==> config.mk <==
export PLATFORM = sky130hd
export DESIGN_NAME = led_flash_multi
export DESIGN_NICKNAME = d
export VERILOG_FILES = /design/src/rtl/led_flash_multi.sv
export SDC_FILE = /design/constraint.sdc
export NUM_CORES = 1
export LEC_CHECK = 0
export CAP_MARGIN = 40
export CORE_MARGIN = 5
export CORE_UTILIZATION = 60
export CTS_BUF_LIST = sky130_fd_sc_hd__clkbuf_4 sky130_fd_sc_hd__clkbuf_8
export DETAILED_ROUTE_END_ITERATION = 8
export PLACE_DENSITY = 0.79
export RECOVER_POWER = 50
export SLEW_MARGIN = 20
export SYNTH_ARGS = -nofsm -noshare
export SYNTH_HDL_FRONTEND = slang
export SYNTH_SLANG_ARGS = --single-unit
export TNS_END_PERCENT = 1
==> constraint.sdc <==
create_clock -name clk -period 5 [get_ports clk]
set_input_delay 0.75 -clock clk [delete_from_list [all_inputs] [get_ports clk]]
set_output_delay 0.75 -clock clk [all_outputs]
set_load 0.1 [all_outputs]
==> src/rtl/led_flash_multi.sv <==
// led_flash_multi: multi-channel LED flasher driven by a shared prescaled tick.
// Each channel runs OFF / ON / BLINK / BURST, configured through a single-cycle
// write port. Optional PWM brightness is enabled by defining LED_FLASH_PWM_EN.
module led_flash_multi #(
  parameter int CLK_RATE = 100000000,
  parameter int TICK_HZ  = 1000,
  parameter int NUM_CH   = 4,
  parameter int MS_W     = 16,
  parameter int CNT_W    = 8,
  localparam int CH_W    = (NUM_CH > 1) ? $clog2(NUM_CH) : 1
) (
  input  logic              clk,
  input  logic              rst_n,
  input  logic              cfg_we,
  input  logic [CH_W-1:0]   cfg_ch,
  input  logic [1:0]        cfg_mode,
  input  logic [MS_W-1:0]   cfg_on_ms,
  input  logic [MS_W-1:0]   cfg_off_ms,
  input  logic [CNT_W-1:0]  cfg_count,
  input  logic [7:0]        cfg_bright,
  output logic [NUM_CH-1:0] led,
  output logic [NUM_CH-1:0] burst_done
);

  localparam int TICK_CYCLES = CLK_RATE / TICK_HZ;
  localparam int PRE_W       = $clog2(TICK_CYCLES);

  typedef enum logic [1:0] {
    MODE_OFF   = 2'd0,
    MODE_ON    = 2'd1,
    MODE_BLINK = 2'd2,
    MODE_BURST = 2'd3
  } mode_e;

  typedef enum logic {
    PH_ON  = 1'b0,
    PH_OFF = 1'b1
  } phase_e;

  logic [PRE_W-1:0]  pre_r;
  logic              tick_s;

  mode_e             mode_r   [NUM_CH];
  mode_e             mode_n   [NUM_CH];
  logic [MS_W-1:0]   on_len_r [NUM_CH];
  logic [MS_W-1:0]   on_len_n [NUM_CH];
  logic [MS_W-1:0]   off_len_r[NUM_CH];
  logic [MS_W-1:0]   off_len_n[NUM_CH];
  logic [CNT_W-1:0]  rem_r    [NUM_CH];
  logic [CNT_W-1:0]  rem_n    [NUM_CH];
  phase_e            phase_r  [NUM_CH];
  phase_e            phase_n  [NUM_CH];
  logic [MS_W-1:0]   cnt_r    [NUM_CH];
  logic [MS_W-1:0]   cnt_n    [NUM_CH];
  logic [MS_W-1:0]   len_s    [NUM_CH];
  logic [NUM_CH-1:0] idle_r;
  logic [NUM_CH-1:0] idle_n;
  logic [NUM_CH-1:0] sel_s;
  logic [NUM_CH-1:0] raw_n;
  logic [NUM_CH-1:0] led_n;
  logic [NUM_CH-1:0] done_n;
  logic [NUM_CH-1:0] led_r;
  logic [NUM_CH-1:0] done_r;

  assign tick_s = (pre_r == PRE_W'(TICK_CYCLES - 1));

  // Free-running prescaler; never disturbed by channel writes.
  always_ff @(posedge clk or negedge rst_n) begin
    if (!rst_n) begin
      pre_r <= {PRE_W{1'b0}};
    end else if (tick_s) begin
      pre_r <= {PRE_W{1'b0}};
    end else begin
      pre_r <= pre_r + PRE_W'(1);
    end
  end

  // Per-channel next state: a write wins over a same-cycle tick.
  always_comb begin
    for (int i = 0; i < NUM_CH; i++) begin
      mode_n[i]    = mode_r[i];
      on_len_n[i]  = on_len_r[i];
      off_len_n[i] = off_len_r[i];
      rem_n[i]     = rem_r[i];
      phase_n[i]   = phase_r[i];
      cnt_n[i]     = cnt_r[i];
      idle_n[i]    = idle_r[i];
      done_n[i]    = 1'b0;
      raw_n[i]     = 1'b0;
      len_s[i]     = (phase_r[i] == PH_ON) ? on_len_r[i] : off_len_r[i];
      sel_s[i]     = cfg_we && (int'(cfg_ch) < NUM_CH) && (int'(cfg_ch) == i);

      if (sel_s[i]) begin
        mode_n[i]    = mode_e'(cfg_mode);
        on_len_n[i]  = (cfg_on_ms == MS_W'(0)) ? MS_W'(1) : cfg_on_ms;
        off_len_n[i] = (cfg_off_ms == MS_W'(0)) ? MS_W'(1) : cfg_off_ms;
        rem_n[i]     = cfg_count;
        phase_n[i]   = PH_ON;
        cnt_n[i]     = MS_W'(0);
        idle_n[i]    = (cfg_mode == 2'd3) && (cfg_count == CNT_W'(0));
        done_n[i]    = (cfg_mode == 2'd3) && (cfg_count == CNT_W'(0));
      end else if (tick_s && !idle_r[i] &&
                   ((mode_r[i] == MODE_BLINK) || (mode_r[i] == MODE_BURST))) begin
        if (cnt_r[i] == (len_s[i] - MS_W'(1))) begin
          cnt_n[i] = MS_W'(0);
          if (phase_r[i] == PH_ON) begin
            phase_n[i] = PH_OFF;
            if (mode_r[i] == MODE_BURST) begin
              rem_n[i] = rem_r[i] - CNT_W'(1);
            end else begin
              rem_n[i] = rem_r[i];
            end
          end else if ((mode_r[i] == MODE_BURST) && (rem_r[i] == CNT_W'(0))) begin
            idle_n[i] = 1'b1;
            done_n[i] = 1'b1;
          end else begin
            phase_n[i] = PH_ON;
          end
        end else begin
          cnt_n[i] = cnt_r[i] + MS_W'(1);
        end
      end else begin
        cnt_n[i] = cnt_r[i];
      end

      case (mode_n[i])
        MODE_OFF:   raw_n[i] = 1'b0;
        MODE_ON:    raw_n[i] = 1'b1;
        MODE_BLINK: raw_n[i] = (phase_n[i] == PH_ON);
        MODE_BURST: raw_n[i] = !idle_n[i] && (phase_n[i] == PH_ON);
        default:    raw_n[i] = 1'b0;
      endcase
    end
  end

`ifdef LED_FLASH_PWM_EN
  logic [7:0] pwm_r;
  logic [7:0] bright_r[NUM_CH];
  logic [7:0] bright_n[NUM_CH];

  // Brightness gating: a lit channel drives pwm_cnt < bright.
  always_comb begin
    for (int i = 0; i < NUM_CH; i++) begin
      bright_n[i] = sel_s[i] ? cfg_bright : bright_r[i];
      led_n[i]    = raw_n[i] && (pwm_r < bright_n[i]);
    end
  end

  // Global PWM counter and per-channel brightness storage.
  always_ff @(posedge clk or negedge rst_n) begin
    if (!rst_n) begin
      pwm_r <= 8'd0;
      for (int i = 0; i < NUM_CH; i++) begin
        bright_r[i] <= 8'd0;
      end
    end else begin
      pwm_r <= pwm_r + 8'd1;
      for (int i = 0; i < NUM_CH; i++) begin
        bright_r[i] <= bright_n[i];
      end
    end
  end
`else
  logic bright_unused_s;
  assign bright_unused_s = ^cfg_bright;

  // Without PWM the LED is the raw on/off state.
  always_comb begin
    led_n = raw_n;
  end
`endif

  // Channel state and registered outputs.
  always_ff @(posedge clk or negedge rst_n) begin
    if (!rst_n) begin
      for (int i = 0; i < NUM_CH; i++) begin
        mode_r[i]    <= MODE_OFF;
        on_len_r[i]  <= MS_W'(1);
        off_len_r[i] <= MS_W'(1);
        rem_r[i]     <= CNT_W'(0);
        phase_r[i]   <= PH_ON;
        cnt_r[i]     <= MS_W'(0);
      end
      idle_r <= {NUM_CH{1'b0}};
      led_r  <= {NUM_CH{1'b0}};
      done_r <= {NUM_CH{1'b0}};
    end else begin
      for (int i = 0; i < NUM_CH; i++) begin
        mode_r[i]    <= mode_n[i];
        on_len_r[i]  <= on_len_n[i];
        off_len_r[i] <= off_len_n[i];
        rem_r[i]     <= rem_n[i];
        phase_r[i]   <= phase_n[i];
        cnt_r[i]     <= cnt_n[i];
      end
      idle_r <= idle_n;
      led_r  <= led_n;
      done_r <= done_n;
    end
  end

  assign led        = led_r;
  assign burst_done = done_r;

endmodule
== After elaboration in Yosys (flattened, before gate mapping) ==
Cells that the tools add are included.
Widths: inputs -> output; s select.
Storage, ports and cells
  output and inout bits: 8
  flip-flop bits (word level): 265
  bits of input ports: 55
  logic and storage cells: 242
Operators by class
  bitwise operators: 4
  multiplexer cells: 103
  $add $sub $neg: 13
  equality and inequality tests: 33
  reductions and logical operators: 61
Operators with widths (number)
  $mux 16: 18
  $mux 8: 20
  $add 16x1->16 const B: 4
  $eq 16x16->1: 4
  $sub 16x1->16 const B: 4
  $mux 1: 56
  $logic_not 8->1: 5
  $eq 2x2->1 const B: 19
  $logic_not 16->1: 2
  $sub 8x1->8 const B: 4
  $reduce_bool 2->1: 12
  $logic_and 1x1->1: 21
  $add 17x1->17 const B: 1
  $eq 17x17->1 const B: 1
  $mux 17: 1
  $pmux 1 s4: 4
  $reduce_and 4->1: 4
  $eq 2x1->1 const B: 5
  $logic_not 2->1: 5
  $logic_not 1->1: 8
  $mux 2: 4
  $ne 2x1->1 const B: 4
  $logic_or 1x1->1: 4
  $not 1->1: 4

== Longest topological paths before layout ==
  depth after elaboration: 10
  mapped depth: 17
  mapped depth without buffers: 11

== Worst setup path after synthesis ==
No wires, ideal clock.
  kind: reg2reg
  from: reg phase_r[1] in the netlist's numbering
  to: reg led_r[2], in the netlist led[2]
  buffers on the path: 4
  setup slack: 977 ps
  required time: 4880 ps
  cell stages (with the launch flop): 16
  library setup time: 120 ps
  arrival: 3904 ps
  period minus slack after synthesis: 4023 ps
  cell sequence: dfrtp_1 buf_2 buf_2 buf_2 buf_2 mux2i_1 ha_1 or4b_2 o2bb2ai_1 o21ai_0 nor4b_1 o21ai_0 or3_1 nor4_2 o221ai_1 a31o_1
On the way
  cells in the longest elaborated chain, start to end: 9
  elaborated cells on any way between the ends: 15
  those cells by class: add/sub (1); eq/ne (1); mux (10); bitwise (1); reduce/logical (2)
Ends and longest elaborated chain
  start, declared: RTL line 51  | phase_e phase_r [NUM_CH];
  start signal, assigned by index: RTL line 193  | phase_r[i] <= phase_n[i];
  $mux 16: RTL line 90  | len_s[i] = (phase_r[i] == PH_ON) ? on_len_r[i] : off_len_r[i];
  $sub 16x1->16: RTL line 104  | if (cnt_r[i] == (len_s[i] - MS_W'(1))) begin
  $eq 16x16->1: RTL line 104
  $mux 1: RTL line 104
  $mux 1: RTL line 102  | end else if (tick_s && !idle_r[i] &&
  $mux 1: RTL line 93  | if (sel_s[i]) begin
  $logic_not 1->1 or $not 1->1 (tied branches): RTL line 130, 129
  $logic_and 1x1->1: RTL line 130  | MODE_BURST: raw_n[i] = !idle_n[i] && (phase_n[i] == PH_ON);
  $pmux 1 s4 *: RTL line 126  | case (mode_n[i])
  named net led_n[2]: RTL line 60  | logic [NUM_CH-1:0] led_n;
  end signal, assigned: RTL line 185  | led_r <= {NUM_CH{1'b0}};
  end signal, assigned: RTL line 197  | led_r <= led_n;
  end, declared: RTL line 62  | logic [NUM_CH-1:0] led_r;
The timed path passes the listed nets; every way through them passes the cells marked *.
A chain may end at the register's enable or synchronous reset.

== Worst setup path in the final report ==
  from: reg phase_r[0] in the netlist's numbering
  to: reg cnt_r[8] in the netlist's numbering
On the way
  cells in the longest elaborated chain, start to end: 6
Ends and longest elaborated chain
  $mux 16: RTL line 90
  $sub 16x1->16: RTL line 104
  $eq 16x16->1: RTL line 104
  $mux 16: RTL line 104
  $mux 16: RTL line 102
  $mux 16: RTL line 93
  end signal, assigned by index: RTL line 194  | cnt_r[i] <= cnt_n[i];
  end, declared: RTL line 53  | logic [MS_W-1:0] cnt_r [NUM_CH];
No other way between the ends. The select of a mux whose other input is x is not followed.

==> run_results.csv <==
group,metric,value,unit
clocking,cts_max_path_buffers,3,
clocking,insertion_delay,0.58,ns
synthesis,yosysMostFrequentCell,"nand2_1",
placed_design,io_buffers,54,
synthesis,ys_ff_latch,265,
clocking,postCtsResizedCells,0,
setup_path,cp_data_arrival_time,4.62,ns
setup_path,reg2reg_to,"cnt_r[8]",
run_status,violations,"capacitance limit, slew limit",
sta,hold_viol_final,0,
floorplanning,die_w,170,µm
routing,wl_per_cell,18.2,µm
setup_path,r2r_setup_slack,0.82,ns
synthesis,synth_compound_area_share,11.5,%
floorplanning,die_height,170,µm
global_routing,grt_max_degree,111,
synthesis,synth_xor_xnor_area_share,7.88,%
floorplanning,row_count,58,
synthesis,syn_avg_cell_area,8.80,µm²
global_routing,grt_pass1_vias,12700,
sta,finalSetupTns,0,ns
sta,slew_viol_final,107,
setup_path,reg2reg_from,"phase_r[0]",
sta,setup_violations,0,
run,cap_violations,1,
sta,min_period,4.18,ns
sta,max_freq,239,MHz
final_layout,nFillCells,2011,
synthesis,muxShareOfSynthArea,4.75,%
setup_path,crit_required,5.45,ns
floorplanning,pin_count,63,
setup_path,r2r_cells,10,
global_routing,grt_pass1_wl,64000,µm
synthesis,synth_top_family_by_area,"simple AND/OR/NAND/NOR gates",
sta,finClkSkew,0.0312,ns
synthesis,synth_nets,1811,
sta,max_slew.worst_pin.slew,2.63,ns
routing,vias_per_cell,6.06,
synthesis,synth-main-ff-cell,"dfrtp_1",
hold_path,min_path_type,"reg -> reg",
synthesis,synth_edf_count,0,
synthesis,syn-instance-count,1743,
setup_path,crit_fanout,29,
placed_design,dpl.hpwl,26900,µm
global_routing,grt_remaining_overflow,0,
final_layout,drive_above_1_share,9.41,%
routing,drt_iter0_drc,1149,
synthesis,yosys_warnings,0,
sta,post-route-period-util,83.6,%
routing,routed_wl,39300,µm
power,vdd_drop_max,0.246,mV
synthesis,synthTopCellsByArea,"dfrtp_1 (42%), nand2_1 (11%), xnor2_1 (4.6%), mux2i_1 (4.2%), xor2_1 (3.3%)",
synthesis,synth_common_cells,"nand2_1 (457), dfrtp_1 (257), o21ai_0 (96)",
synthesis,synth-adder-area-share,1.06,%
routing,dr_total_vias,13100,
run_status,status,"finished with violations",
power,powerDensity,346,nW/µm²
setup_path,critPathCapture,"cnt_r[8]",
power,leakagePower,7.78,nW
setup_path,worstSetupStartpointType,"flop",
synthesis,yosys.area_share.simple,28.6,%
final_layout,n_antenna_cell,0,
clocking,post-cts-setup-buffer-count,0,
routing,route.detailed.drc,0,
routing,ant_nets,0,
clocking,clock_sinks,265,
final_layout,area_delta_synth_final,12.6,%
clocking,cts_tree,"built",
clocking,cts_root_buf,"clkbuf_8",
synthesis,synth_cell_types,82,
synthesis,async_reset_ff_share,100,%
global_routing,antenna_found_initial,1,
final_layout,nNetsFinal,1860,
clocking,hold_buffers,0,
setup_path,cp-startpoint,"phase_r[0]",
placed_design,globalplace.congestion,0.916,
floorplanning,dieArea,28900,µm²
clocking,h-tree-depth,2,
sta,fin_ws,0.822,ns
synthesis,synth_seq_area_share,43.3,%
setup_path,worst_setup_path_end_kind,"flop",
routing,drt-pass1-iter-count,5,
floorplanning,core,25200,µm²
floorplanning,start_util,60.9,%
synthesis,synth.top_cell.area_share,41.9,%
sta,slew_headroom,-75.3,%
synthesis,syn_area,15300,µm²
sta,rsz0062_at_grt,"no",
setup_path,criticalPathCategory,"reg -> reg",
placed_design,pre_cts_ws,0.914,ns
clocking,cts_buffers,46,
clocking,cts.clk_slew.worst_paths,0.06,ns
global_routing,track_usage,27.0,%
synthesis,yosysTopAreaCell,"dfrtp_1",
worst min path at each step:
stage          cells after the start          start  slack (ns)             to
2_1_floorplan                      2   on_len_r[15]        0.44   on_len_r[15]
3_3_place_gp                       2   on_len_r[63]        0.46   on_len_r[63]
3_5_place_dp                       2   on_len_r[47]        0.46   on_len_r[47]
4_1_cts                            1          rst_n        0.26       pre_r[6]
5_1_grt                            2  off_len_r[15]        0.49  off_len_r[15]
6_report                           2   on_len_r[63]        0.48   on_len_r[63]
sequential cells by signal (all words and copies together) (netlist names):
register / flops
led: 4
idle_r: 4
burst_done: 4
rem_r: 32
pre_r: 17
cnt_r: 64
off_len_r: 64
on_len_r: 64
mode_r: 8
phase_r: 4
metrics by stage:
| stage | util [%] | std cells | hold WS (ns) | total power, mW | cell area (µm²) |
|---|---|---|---|---|---|
| 2_1_floorplan | - | 1743 | 0.445 | 3.39 | 15300 |
| 3_3_place_gp | 63.9 | 2062 | 0.457 | 3.70 | 16100 |
| 3_5_place_dp | 64.5 | 2072 | 0.463 | 3.79 | 16200 |
| 4_1_cts | 68.6 | 2156 | 0.255 | 5.99 | 17300 |
| 5_1_grt | 68.6 | 2158 | 0.493 | 6.26 | 17300 |
| 6_report | 68.6 | 2158 | 0.479 | 5.97 | 17300 |
metal layers:
metal | up-vias | wire (µm) | part of all wire [%] | track usage [%]
met4 | 0 | 1130 | 2.9 | 8.33
met2 | 431 | 19000 | 48 | 45.1
met5 | - | 0 | 0 | 0
li1 | 6196 | - | - | -
met1 | 6360 | 16300 | 41 | 35.8
met3 | 85 | 3000 | 7.6 | 5.34
final cells by class:
class / count / area [µm²] / area share [%]
clock buffer: 70 / 882 / 5.11
inverter: 22 / 82.6 / 0.478
clock inverter: 14 / 145 / 0.840
multi-input combinational: 1376 / 8290 / 48.0
tap: 330 / 413 / 2.39
sequential: 265 / 6640 / 38.4
timing repair buffer: 81 / 825 / 4.77
cells in the final DEF, fill, tap and decap left out, types with 12 or more instances in the layout:
cell / n
nor2_1: 69
mux2i_1: 65
clkbuf_8: 57
nor3_1: 51
xor2_1: 58
and3_1: 51
nand2_1: 457
xnor2_1: 80
buf_4: 14
dfrtp_1: 257
nor4_1: 22
clkdlybuf4s50_1: 53
nand4_1: 16
nand3_1: 38
nor3b_1: 39
o21ai_0: 96
inv_1: 22
or3_1: 17
clkbuf_4: 14
ha_1: 13
a21oi_1: 28
a31oi_1: 28
a21o_1: 36
nor4b_1: 12
nand2b_1: 19
critical path: stages (launching register included):
cell and delay, ns:
dfrtp_1 0.73, buf_4 0.43, or4b_1 0.50, a222oi_1 0.51, and2_1 0.21, a221o_1 0.14, a31oi_1 0.06, nor4_4 0.64
or3b_4 0.47, o21ai_0 0.16, a21o_1 0.19
power breakdown:
group          internal [mW]  total (mW)  switching (mW)
sequential              2.39        2.61           0.224
combinational          0.470        1.16           0.694
clock                   1.28        2.20           0.915
total                   4.14        5.97            1.83
cell families (layout without fill, tap and decap cells):
logic type | Yosys count | after routing
fa+ha+maj | 13 | 13
compound gates | 271 | 271
buf+inv | 102 | 187
simple gates | 882 | 882
xor+xnor | 138 | 138
flops | 265 | 265
mux | 72 | 72
Power figures use the tool's default switching activity.
